### src/rtl/seq_karatsuba_divider.sv
// seq_karatsuba_divider: iterative restoring divider, 2W-bit dividend by a
// W-bit divisor, one quotient bit per clock. Unpacks Karatsuba products back
// into their co-factor and checks the multiplier datapath by round trip.
module seq_karatsuba_divider #(
  parameter int WIDTH = 16
) (
  input  logic               clk,
  input  logic               rst_n,
  input  logic               start,
  input  logic [2*WIDTH-1:0] dividend,
  input  logic [WIDTH-1:0]   divisor,
  output logic               busy,
  output logic               done,
  output logic [WIDTH-1:0]   quotient,
  output logic [WIDTH-1:0]   remainder,
  output logic               div_by_zero,
  output logic               overflow
);

  localparam int CNT_W = (WIDTH > 1) ? $clog2(WIDTH) : 1;

  typedef enum logic [1:0] {
    S_IDLE = 2'd0,
    S_RUN  = 2'd1,
    S_DONE = 2'd2
  } state_t;

  state_t             r_state;
  state_t             w_next_state;

  // Partial remainder is always below the divisor, so its (W+1)-th bit is
  // implicitly zero and only W bits are stored; the trial value carries W+1.
  logic [WIDTH-1:0]   r_rem;
  // Low dividend half shifts out of the MSB while quotient bits shift into
  // the LSB, so after W steps this register holds the whole quotient.
  logic [WIDTH-1:0]   r_low;
  logic [WIDTH-1:0]   r_div;
  logic [CNT_W-1:0]   r_cnt;
  logic [WIDTH-1:0]   r_quotient;
  logic [WIDTH-1:0]   r_remainder;
  logic               r_div_by_zero;
  logic               r_overflow;

  logic               w_accept;
  logic               w_div_zero;
  logic               w_quo_ovf;
  logic [WIDTH:0]     w_trial;
  logic [WIDTH:0]     w_diff;
  logic               w_qbit;
  logic [WIDTH-1:0]   w_rem_next;

  assign w_accept   = start && (r_state != S_RUN);
  assign w_div_zero = (divisor == '0);
  assign w_quo_ovf  = !w_div_zero && (dividend[2*WIDTH-1:WIDTH] >= divisor);

  // Trial subtraction. Because R < divisor, T = 2R + bit < 2*divisor, so a
  // non-negative difference always fits in W bits and the MSB of the
  // (W+1)-bit difference is exactly the borrow.
  assign w_trial    = {r_rem, r_low[WIDTH-1]};
  assign w_diff     = w_trial - {1'b0, r_div};
  assign w_qbit     = ~w_diff[WIDTH];
  assign w_rem_next = w_qbit ? w_diff[WIDTH-1:0] : w_trial[WIDTH-1:0];

  // State register.
  // NOTE: sequential state uses non-blocking (<=) so every flop samples
  // pre-edge values regardless of statement order.
  always_ff @(posedge clk or negedge rst_n) begin
    if (!rst_n) r_state <= S_IDLE;
    else        r_state <= w_next_state;
  end

  // Next-state and status outputs.
  // NOTE: every signal gets a default before the case so no path leaves it
  // unassigned, which would infer a latch.
  always_comb begin
    w_next_state = r_state;
    busy         = 1'b0;
    done         = 1'b0;
    unique case (r_state)
      S_IDLE, S_DONE: begin
        done = (r_state == S_DONE);
        if (start) begin
          w_next_state = (w_div_zero || w_quo_ovf) ? S_DONE : S_RUN;
        end else begin
          w_next_state = S_IDLE;
        end
      end
      S_RUN: begin
        busy = 1'b1;
        if (r_cnt == '0) w_next_state = S_DONE;
      end
      default: w_next_state = S_IDLE;
    endcase
  end

  // Operand capture, one restoring step per RUN edge, and result update on
  // entry to DONE. Results hold at all other times.
  always_ff @(posedge clk or negedge rst_n) begin
    if (!rst_n) begin
      r_rem         <= '0;
      r_low         <= '0;
      r_div         <= '0;
      r_cnt         <= '0;
      r_quotient    <= '0;
      r_remainder   <= '0;
      r_div_by_zero <= 1'b0;
      r_overflow    <= 1'b0;
    end else if (w_accept) begin
      r_rem         <= dividend[2*WIDTH-1:WIDTH];
      r_low         <= dividend[WIDTH-1:0];
      r_div         <= divisor;
      r_cnt         <= CNT_W'(WIDTH - 1);
      r_div_by_zero <= w_div_zero;
      r_overflow    <= w_quo_ovf;
      if (w_div_zero || w_quo_ovf) begin
        r_quotient  <= '1;
        r_remainder <= '0;
      end
    end else if (r_state == S_RUN) begin
      r_rem <= w_rem_next;
      r_low <= {r_low[WIDTH-2:0], w_qbit};
      r_cnt <= r_cnt - 1'b1;
      if (r_cnt == '0) begin
        r_quotient  <= {r_low[WIDTH-2:0], w_qbit};
        r_remainder <= w_rem_next;
      end
    end
  end

  assign quotient    = r_quotient;
  assign remainder   = r_remainder;
  assign div_by_zero = r_div_by_zero;
  assign overflow    = r_overflow;

endmodule
### config.mk
export PLATFORM = sky130hd
export DESIGN_NAME = seq_karatsuba_divider
export DESIGN_NICKNAME = d
export VERILOG_FILES = /design/src/rtl/seq_karatsuba_divider.sv
export SDC_FILE = /design/constraint.sdc
export NUM_CORES = 1
export LEC_CHECK = 0
export CORE_MARGIN = 1.5
export CORE_UTILIZATION = 50
export DETAILED_ROUTE_END_ITERATION = 10
export GPL_TIMING_DRIVEN = 0
export MAX_ROUTING_LAYER = met4
export PLACE_DENSITY = 0.81
export SLEW_MARGIN = 20
export SYNTH_ARGS = -nofsm -noshare
export SYNTH_HDL_FRONTEND = slang
export SYNTH_SLANG_ARGS = --single-unit
### constraint.sdc
create_clock -name clk -period 3.7 [get_ports clk]
set_input_delay 0.925 -clock clk [delete_from_list [all_inputs] [get_ports clk]]
set_output_delay 0.925 -clock clk [all_outputs]
set_load 0.02 [all_outputs]
==> results.py, run 1 <==
metrics = {
    "status": {
        "status": "finished, final reports clean",
    },
    "sta": {
        "setup_viol": 0,
        "setup_ws_ns": 0.1974,
        "grt_setup_unrepaired": "false",
        "layout_min_cycle_time_ns": 3.503,
        "fmax_mhz": 285.5,
        "holdWs_ns": 0.4892,
        "fin_crit_sh_pct": 94.66,
        "slew_headroom_pct": 51.00,
        "tightest_slew_ns": 0.7351,
        "fin_skew_ns": 0.01702,
        "fin_setup_tns_ns": 0,
        "maxSlewViolCount": 0,
        "hold_viol": 0,
    },
    "final_layout": {
        "multi_input_comb_area_mm2": 0.002584,
        "syn2layout_area_growth_pct": 25.07,
        "fill_cells": 818,
        "fin_util_pct": 64.43,
        "layout.cells.non_filler": 748,
        "diodes": 0,
        "drive_above_1_share_pct": 6.179,
        "design_area_mm2": 0.006297,
        "regArea_mm2": 0.002202,
        "nets": 695,
    },
    "logic_synthesis": {
        "synth-xor-area-share_pct": 2.087,
        "synth_nets": 598,
        "ys_warn_count": 0,
        "synthMuxAreaShare_pct": 6.685,
        "synth_top_family_by_area": "compound AO/OA/AOI/OAI gates",
        "ys.flop_type": "dfrtp_1",
        "synth_most_common_cell": "dfrtp_1",
        "yosys.area.top_type": "dfrtp_1",
        "synthTopCellsByCount": "88 x dfrtp_1, 49 x nand2_1, 41 x o21ai_0, 37 x inv_1",
        "synth-async-reset-ratio_pct": 100.0,
        "synth.ff_latch_count": 88,
        "synth_enable_flop_cells": 0,
        "synthDistinctLibCells": 54,
        "seq_area_frac_synth_pct": 43.74,
        "synthSimpleGateAreaFrac_pct": 11.83,
        "synth-adder-area-share_pct": 8.598,
        "synth_compound_area_share_pct": 21.99,
        "syn_inst": 513,
        "synth_area_mm2": 0.005035,
        "syn_avg_cell_area_um2": 9.814,
        "post_synth_main_area_contributors": "dfrtp_1 44%, ha_1 8.2%, mux2i_1 6.2%",
        "synth_top_area_share_pct": 43.74,
    },
    "pwr": {
        "netSwitchingPower_mw": 2.816,
        "p_comb_share_pct": 60.8,
        "clockPowerShare_pct": 11.5,
        "p_total_mw": 6.270,
        "swShare_pct": 44.91,
        "seq_power_share_pct": 27.8,
        "ir_drop_v": 0.0004999,
        "power.leakage_nw": 2.771,
        "p_per_area_mw_per_mm2": 995.7,
        "internal_power_mw": 3.454,
    },
    "clocking": {
        "cts_inserted_buffers": 9,
        "cts-root-buf": "clkbuf_8",
        "tritoncts": "done",
        "clk_latency_ns": 0.37,
        "max-clock-path-buffers": 2,
        "clkSinkCount": 88,
        "clkTransAtPathRegs_ns": 0.10,
        "post_cts_buffers": 0,
        "hold_buffers": 0,
        "htreeDepth": 3,
    },
    "setup_path": {
        "worstSetupStartpoint": "divisor[12]",
        "arrival_ns": 3.78,
        "cp_max_fo": 10,
        "reg2reg_from": "r_low[15]",
        "crit_required_ns": 3.98,
        "worst_setup_path_end_kind": "register",
        "start_kind": "input pin",
        "critPathKind": "in -> reg",
    },
    "global_route": {
        "grt_remaining_overflow": 0,
        "grt_usage_pct": 27.56,
        "grt_max_degree": 58,
        "first_global_vias": 4487,
        "antenna_found_initial": 0,
        "grt_pass1_wl_mm": 21.77,
    },
    "detailed_routing": {
        "drc": 0,
        "drtAntennaViolNets": 0,
        "drt-pass1-iter-count": 5,
        "post_drt_wl_per_cell_um": 17.71,
        "drt_iter0_drc": 224,
        "viasPerCell": 5.778,
        "drt_wl_total_mm": 13.25,
        "num_vias": 4322,
    },
    "min_path": {
        "hp-class": "in -> async",
    },
    "placed_design": {
        "portBuffers": 85,
        "pre_cts_ws_ns": -0.3015,
        "place_congestion": 0.9185,
        "dpl_cell_area_mm2": 0.006077,
        "dpl.cell_count": 732,
        "dpl.hpwl_mm": 10.12,
    },
    "die": {
        "ioPinCount": 87,
        "die_h_um": 103.3,
        "core_region_area_mm2": 0.009774,
        "die-area_mm2": 0.01068,
        "start_util_pct": 51.51,
        "die_w_um": 103.3,
        "row_count": 36,
    },
    "flow_run": {
        "cap_viol_max_count": 0,
    },
}
[flip-flops by register name, indices dropped and copies added, names as in the netlist]
register	count
quotient	16
r_div	16
r_low	16
r_rem	16
remainder	16
r_cnt	4
r_state	2
div_by_zero	1
overflow	1
[repair_timing]
item	CTS	global route
gates resized for setup	0	3
endpoints found under the hold margin	0	0
endpoints found under the setup margin	0	11
[cell usage in the layout, fill, tap and decap left out, types with 5 or more instances in the layout]
cell and instances:
o22a_1 17, xor2_1 5, nor4_1 5, clkbuf_8 10, dfrtp_1 88, a21oi_1 33, nand2_1 49, inv_1 37
clkbuf_1 19, o2bb2ai_1 13, xnor2_1 7, a211oi_1 18, mux2i_1 31, ha_1 33, o21ai_0 41, nor2_1 12
nor2b_1 18, a21o_1 7, nand2b_1 8, clkdlybuf4s50_1 84, nand3_1 7
[cell families after synthesis]
group                      Yosys count
and+or+nand+nor                    120
DFF                                 88
adders and majority gates           34
xor gates and xnor gates            12
muxes                               33
buffers and inverters               64
AOI/OAI and AO/OA                  162
[critical path: stages]
cell and delay, ns:
clkdlybuf4s50_1 0.52, inv_1 0.07, ha_1 0.30, a21oi_1 0.27, nor2b_1 0.18, nand4_1 0.12, a21oi_1 0.20, o21ai_1 0.20
a31oi_2 0.45, buf_2 0.39, o2bb2ai_1 0.16
[power by group through the flow]
stage	registers, mW	logic, mW	clock network (mW)
after global placement	1.73	3.68	0
after detailed placement	1.75	3.77	0
after global routing	1.79	4.21	0.755
after floorplan	1.87	2.52	0
final	1.74	3.81	0.719
after CTS	1.73	3.80	0.726
[final timing paths]
| check | endpoint | slack [ns] | depth (start not counted) |
|---|---|---|---|
| max | remainder[9] | 0.20 | 11 |
| min | r_rem[5] | 0.49 | 1 |
| max reg2reg | remainder[11] | 0.44 | 12 |
| min reg2reg | r_div[12] | 0.49 | 2 |
| max in group asynchronous | r_low[8] | 2.58 | 2 |
| min in group clk | r_div[12] | 0.49 | 2 |
[per-layer routing]
layer	wire length (µm)	GRT usage [%]	part of all wire, %	vias up
li1	-	-	-	2039
met3	1008	5.847	7.6	24
met2	6568	45.95	50	172
met5	0	-	0	-
met1	5385	33.81	41	2087
met4	284	8.108	2.1	0
[cell type report]
class | count | share of cell area, %
sequential | 88 | 34.97
clock buffer | 10 | 2.186
inverter | 38 | 2.265
buffer | 26 | 1.808
multi-input combinational | 361 | 41.03
tap | 133 | 2.643
clock inverter | 6 | 1.192
timing repair buffer | 86 | 13.91
No activity file was read; power rests on OpenSTA's default activity.
==> inputs of run 2 (changes only) <==
--- a/config.mk
+++ b/config.mk
@@ -8,7 +8,7 @@
 export CORE_MARGIN = 1.5
 export CORE_UTILIZATION = 50
 export DETAILED_ROUTE_END_ITERATION = 10
-export GPL_TIMING_DRIVEN = 0
+export HOLD_SLACK_MARGIN = 0.12
 export MAX_ROUTING_LAYER = met4
 export PLACE_DENSITY = 0.81
 export SLEW_MARGIN = 20
==> results.py, run 2 (same netlist as run 1, synthesis figures left out) <==
metrics = {
    "placed_design": {
        "portBuffers": 86,
        "dpl.hpwl_mm": 9.393,
        "dpl.cell_count": 717,
        "place_congestion": 0.9434,
    },
    "global_route": {
        "first_global_vias": 4344,
        "grt_usage_pct": 26.59,
        "grt_max_degree": 72,
        "antenna_found_initial": 0,
        "grt_remaining_overflow": 0,
        "grt_pass1_wl_mm": 21.02,
    },
    "sta": {
        "tightest_slew_ns": 0.8897,
        "fmax_mhz": 292.9,
        "setup_viol": 0,
        "layout_min_cycle_time_ns": 3.415,
        "fin_crit_sh_pct": 92.29,
        "grt_setup_unrepaired": "false",
        "fin_skew_ns": 0.01066,
        "maxSlewViolCount": 0,
        "fin_setup_tns_ns": 0,
        "slew_headroom_pct": 40.69,
        "hold_viol": 0,
    },
    "die": {
        "die_w_um": 103.3,
        "die_h_um": 103.3,
        "row_count": 36,
        "start_util_pct": 51.51,
        "ioPinCount": 87,
        "core_region_area_mm2": 0.009774,
        "die-area_mm2": 0.01068,
    },
    "pwr": {
        "clockPowerShare_pct": 9.7,
        "ir_drop_v": 0.0004510,
        "p_comb_share_pct": 61.7,
        "swShare_pct": 45.45,
        "internal_power_mw": 3.347,
        "seq_power_share_pct": 28.6,
        "power.leakage_nw": 2.737,
        "p_per_area_mw_per_mm2": 990.4,
        "netSwitchingPower_mw": 2.789,
    },
    "clocking": {
        "tritoncts": "done",
        "max-clock-path-buffers": 2,
        "post_cts_buffers": 0,
        "hold_buffers": 0,
        "cts_inserted_buffers": 9,
        "htreeDepth": 3,
        "ctsResizeCount": 0,
        "clkTransAtPathRegs_ns": 0.08,
        "cts-root-buf": "clkbuf_8",
        "clk_latency_ns": 0.37,
        "clkSinkCount": 88,
    },
    "final_layout": {
        "syn2layout_area_growth_pct": 23.04,
        "layout_commonest_cell": "dfrtp_1",
        "fill_cells": 827,
        "layout_common_cells": "88 x dfrtp_1, 84 x clkdlybuf4s50_1, 49 x nand2_1",
        "layout.cells.non_filler": 732,
        "diodes": 0,
        "drive_above_1_share_pct": 6.845,
        "nets": 680,
    },
    "flow_run": {
        "cap_viol_max_count": 0,
    },
    "detailed_routing": {
        "drtAntennaViolNets": 0,
        "viasPerCell": 5.766,
        "drt_wl_total_mm": 12.79,
        "drt-pass1-iter-count": 4,
        "drc": 0,
        "post_drt_wl_per_cell_um": 17.47,
        "drt_iter0_drc": 221,
        "num_vias": 4221,
    },
    "setup_path": {
        "cp_max_fo": 12,
        "crit_required_ns": 3.92,
        "start_kind": "register",
        "worst_setup_path_end_kind": "register",
        "cpPeakStageDelay_ns": 0.45,
        "critPathKind": "reg -> reg",
        "crit_chain": "inv_1, ha_1, inv_1, fa_1, a211oi_2, o211ai_2, a311oi_2, nand4_1, o211ai_2, buf_4, mux2i_1, a21oi_1",
        "path_buf_inv": 3,
        "cp_slowest_cell": "a311oi_2",
        "arrival_ns": 3.63,
        "crit_family": "compound AO/OA/AOI/OAI gates",
    },
    "min_path": {
        "hp-class": "reg -> reg",
    },
    "status": {
        "status": "finished, final reports clean",
    },
}
[run 2: cell count changes in the layout (fill, tap and decap cells not counted), sizes merged]
cell and change:
bufinv -1, buf +5, clkbuf -21, inv -1, clkinv +1, clkinvlp +1
[run 2: final cells by class]
type / instances / area (µm²) / area share (%)
inverters: 38 / 142.6 / 2.303
multi-input cells: 361 / 2577 / 41.61
clock buffers: 9 / 123.9 / 2.000
well taps: 133 / 166.4 / 2.686
clock inverters: 6 / 46.29 / 0.7473
repair buffers: 97 / 935.9 / 15.11
flip-flops and latches: 88 / 2202 / 35.55
[run 2: path summary, 6_finish.rpt]
check / start / endpoint / slack (ns) / depth (start not counted)
worst max-delay path: r_low[15] / r_rem[5] / 0.29 / 12
max in group asynchronous: rst_n / overflow / 2.31 / 2
worst min-delay path: r_div[11] / r_div[11] / 0.49 / 2
min in group asynchronous: rst_n / r_rem[7] / 0.67 / 1
worst max register to register: r_low[15] / r_rem[5] / 0.29 / 12
worst min register to register: r_div[11] / r_div[11] / 0.49 / 2
[run 2: worst reg2reg max path: cells and delay by family, from the launching register on]
| family | cells | cell delay [ns] |
|---|---|---|
| compound gates | 5 | 1.34 |
| fa+ha+maj | 2 | 0.61 |
| buf+inv | 3 | 0.45 |
| flops | 1 | 0.38 |
| mux | 1 | 0.32 |
| simple gates | 1 | 0.17 |
[run 2: metal layers]
| metal | track usage [%] | wire length (µm) | vias up | share of wire, % |
|---|---|---|---|---|
| li1 | - | - | 2012 | - |
| met1 | 33.80 | 5556 | 2016 | 43 |
| met2 | 41.23 | 5920 | 152 | 46 |
| met3 | 5.780 | 868 | 41 | 6.8 |
| met4 | 11.33 | 444 | 0 | 3.5 |
| met5 | - | 0 | - | 0 |
[run 2: power by group through the flow]
stage	Combinational [mW]	Clock, mW	Sequential (mW)
floorplan	2.52	0	1.87
global placement	3.59	0	1.74
detailed placement	3.74	0	1.76
CTS	3.76	0.609	1.75
global route	4.17	0.640	1.81
finish	3.78	0.596	1.76
[run 2: per-stage QoR]
stage	util (%)	instance area [µm²]	hold slack (ns)	total power, mW	setup slack (ns)
5_1_grt	63.38	6195	0.5063	6.625	0.1379
2_1_floorplan	-	5035	0.4498	4.390	0.7974
6_report	63.38	6195	0.4901	6.135	0.2854
3_3_place_gp	61.64	6025	0.4638	5.338	0.3070
4_1_cts	63.38	6195	0.4950	6.122	0.2940
3_5_place_dp	61.64	6025	0.4752	5.494	0.2642
==> inputs of run 3 (changes only) <==
==> constraint.sdc (replaced) <==
create_clock -name clk -period 3.88 [get_ports clk]
set_input_delay 0.97 -clock clk [delete_from_list [all_inputs] [get_ports clk]]
set_output_delay 0.97 -clock clk [all_outputs]
set_load 0.02 [all_outputs]
==> results.py, run 3 (same netlist as run 1, synthesis figures left out) <==
metrics = {
    "status": {
        "status": "finished, final reports clean",
    },
    "detailed_routing": {
        "drc": 0,
        "post_drt_wl_per_cell_um": 17.78,
        "drt_iter0_drc": 234,
        "num_vias": 4281,
        "drt_wl_total_mm": 13.01,
        "drt-pass1-iter-count": 5,
        "viasPerCell": 5.848,
        "drtAntennaViolNets": 0,
    },
    "pwr": {
        "p_total_mw": 6.053,
        "swShare_pct": 44.23,
        "power.leakage_nw": 2.772,
        "p_per_area_mw_per_mm2": 966.8,
        "p_comb_share_pct": 59.4,
        "internal_power_mw": 3.376,
        "netSwitchingPower_mw": 2.678,
        "clockPowerShare_pct": 12.9,
        "ir_drop_v": 0.0004053,
        "seq_power_share_pct": 27.7,
    },
    "global_route": {
        "grt_usage_pct": 26.96,
        "grt_max_degree": 72,
        "grt_remaining_overflow": 0,
        "antenna_found_initial": 0,
        "grt_pass1_wl_mm": 21.15,
        "first_global_vias": 4373,
    },
    "clocking": {
        "ctsResizeCount": 0,
        "max-clock-path-buffers": 2,
        "hold_buffers": 0,
        "post_cts_buffers": 0,
        "htreeDepth": 3,
        "clkSinkCount": 88,
        "clk_latency_ns": 0.37,
        "cts-root-buf": "clkbuf_8",
        "tritoncts": "done",
        "clkTransAtPathRegs_ns": 0.09,
        "cts_inserted_buffers": 9,
    },
    "sta": {
        "fmax_mhz": 288.1,
        "hold_viol": 0,
        "maxSlewViolCount": 0,
        "fin_crit_sh_pct": 89.45,
        "setup_viol": 0,
        "layout_min_cycle_time_ns": 3.471,
        "slew_headroom_pct": 46.55,
        "fin_skew_ns": 0.008594,
        "tightest_slew_ns": 0.7993,
        "grt_setup_unrepaired": "false",
        "fin_setup_tns_ns": 0,
    },
    "die": {
        "ioPinCount": 87,
        "die-area_mm2": 0.01068,
        "die_h_um": 103.3,
        "row_count": 36,
        "core_region_area_mm2": 0.009774,
        "start_util_pct": 51.51,
        "die_w_um": 103.3,
    },
    "placed_design": {
        "portBuffers": 86,
        "dpl.hpwl_mm": 9.563,
        "dpl.cell_count": 716,
        "place_congestion": 0.9259,
    },
    "final_layout": {
        "layout.cells.non_filler": 732,
        "layout_common_cells": "88 x dfrtp_1, 84 x clkdlybuf4s50_1, 49 x nand2_1",
        "nets": 679,
        "fill_cells": 806,
        "fin_util_pct": 64.06,
        "syn2layout_area_growth_pct": 24.35,
        "drive_above_1_share_pct": 6.678,
        "diodes": 0,
        "layout_commonest_cell": "dfrtp_1",
    },
    "flow_run": {
        "cap_viol_max_count": 0,
    },
    "setup_path": {
        "cp_max_fo": 12,
        "arrival_ns": 3.70,
        "cpPeakStageDelay_ns": 0.43,
        "cp_slowest_cell": "fa_1",
        "start_kind": "register",
        "crit_chain": "inv_1, ha_1, inv_1, fa_1, a211oi_2, o211ai_2, a311oi_2, nand4_1, o211ai_2, buf_4, mux2i_1, a21oi_1",
        "crit_required_ns": 4.11,
        "critPathKind": "reg -> reg",
        "worst_setup_path_end_kind": "register",
    },
    "min_path": {
        "hp-class": "reg -> reg",
    },
}
## run 3: cell count changes in the layout (fill, tap and decap cells not counted), sizes merged
cell	previous run	this run
buf	13	12
clkinv	3	2
bufinv	0	3
clkbuf	9	10
clkinvlp	2	0
## run 3: metrics by stage
step / hold slack, ns / worst slack [ns] / instance area (µm²)
CTS: 0.4951 / 0.4227 / 6261
global route: 0.5116 / 0.2722 / 6261
detailed placement: 0.4747 / 0.3511 / 6017
finish: 0.4939 / 0.4095 / 6261
floorplan: 0.4498 / 0.9324 / 5035
global placement: 0.4642 / 0.4342 / 6017
## run 3: layout make-up
| class | instances | area [µm²] | share of cell area, % |
|---|---|---|---|
| clock inverter | 6 | 116.4 | 1.859 |
| clock buffer | 10 | 127.6 | 2.038 |
| sequential | 88 | 2202 | 35.17 |
| inverter | 38 | 142.6 | 2.278 |
| tap | 133 | 166.4 | 2.658 |
| multi-input combinational | 361 | 2577 | 41.17 |
| timing repair buffer | 96 | 928.4 | 14.83 |
## run 3: power by group through the flow
stage / Sequential (mW) / Clock, mW / Combinational, mW
4_1_cts: 1.67 / 0.794 / 3.57
3_5_place_dp: 1.68 / 0 / 3.55
2_1_floorplan: 1.79 / 0 / 2.40
5_1_grt: 1.72 / 0.834 / 3.93
3_3_place_gp: 1.66 / 0 / 3.40
6_report: 1.68 / 0.784 / 3.59
## run 3: per-layer routing
| layer | global-route usage (%) | routed length [µm] |
|---|---|---|
| met5 | - | 0 |
| met4 | 11.33 | 298 |
| met3 | 5.309 | 883 |
| met2 | 42.94 | 6208 |
| met1 | 33.70 | 5624 |
## run 3: path summary, 6_finish.rpt
check | start | to | slack [ns] | depth (start not counted)
setup / recovery | r_low[15] | r_rem[5] | 0.41 | 12
hold / removal | div_by_zero | div_by_zero | 0.49 | 2
setup reg to reg | r_low[15] | r_rem[5] | 0.41 | 12
hold reg to reg | div_by_zero | div_by_zero | 0.49 | 2
max in group asynchronous | rst_n | remainder[14] | 2.56 | 2
min in group asynchronous | rst_n | r_div[7] | 0.55 | 1
## run 3: critical path: cells and delay by family, from the launching register on
kind,cells,cell delay (ns)
compound gates,5,1.28
fa+ha+maj,2,0.61
buf+inv,3,0.52
flops,1,0.41
mux,1,0.33
simple gates,1,0.17
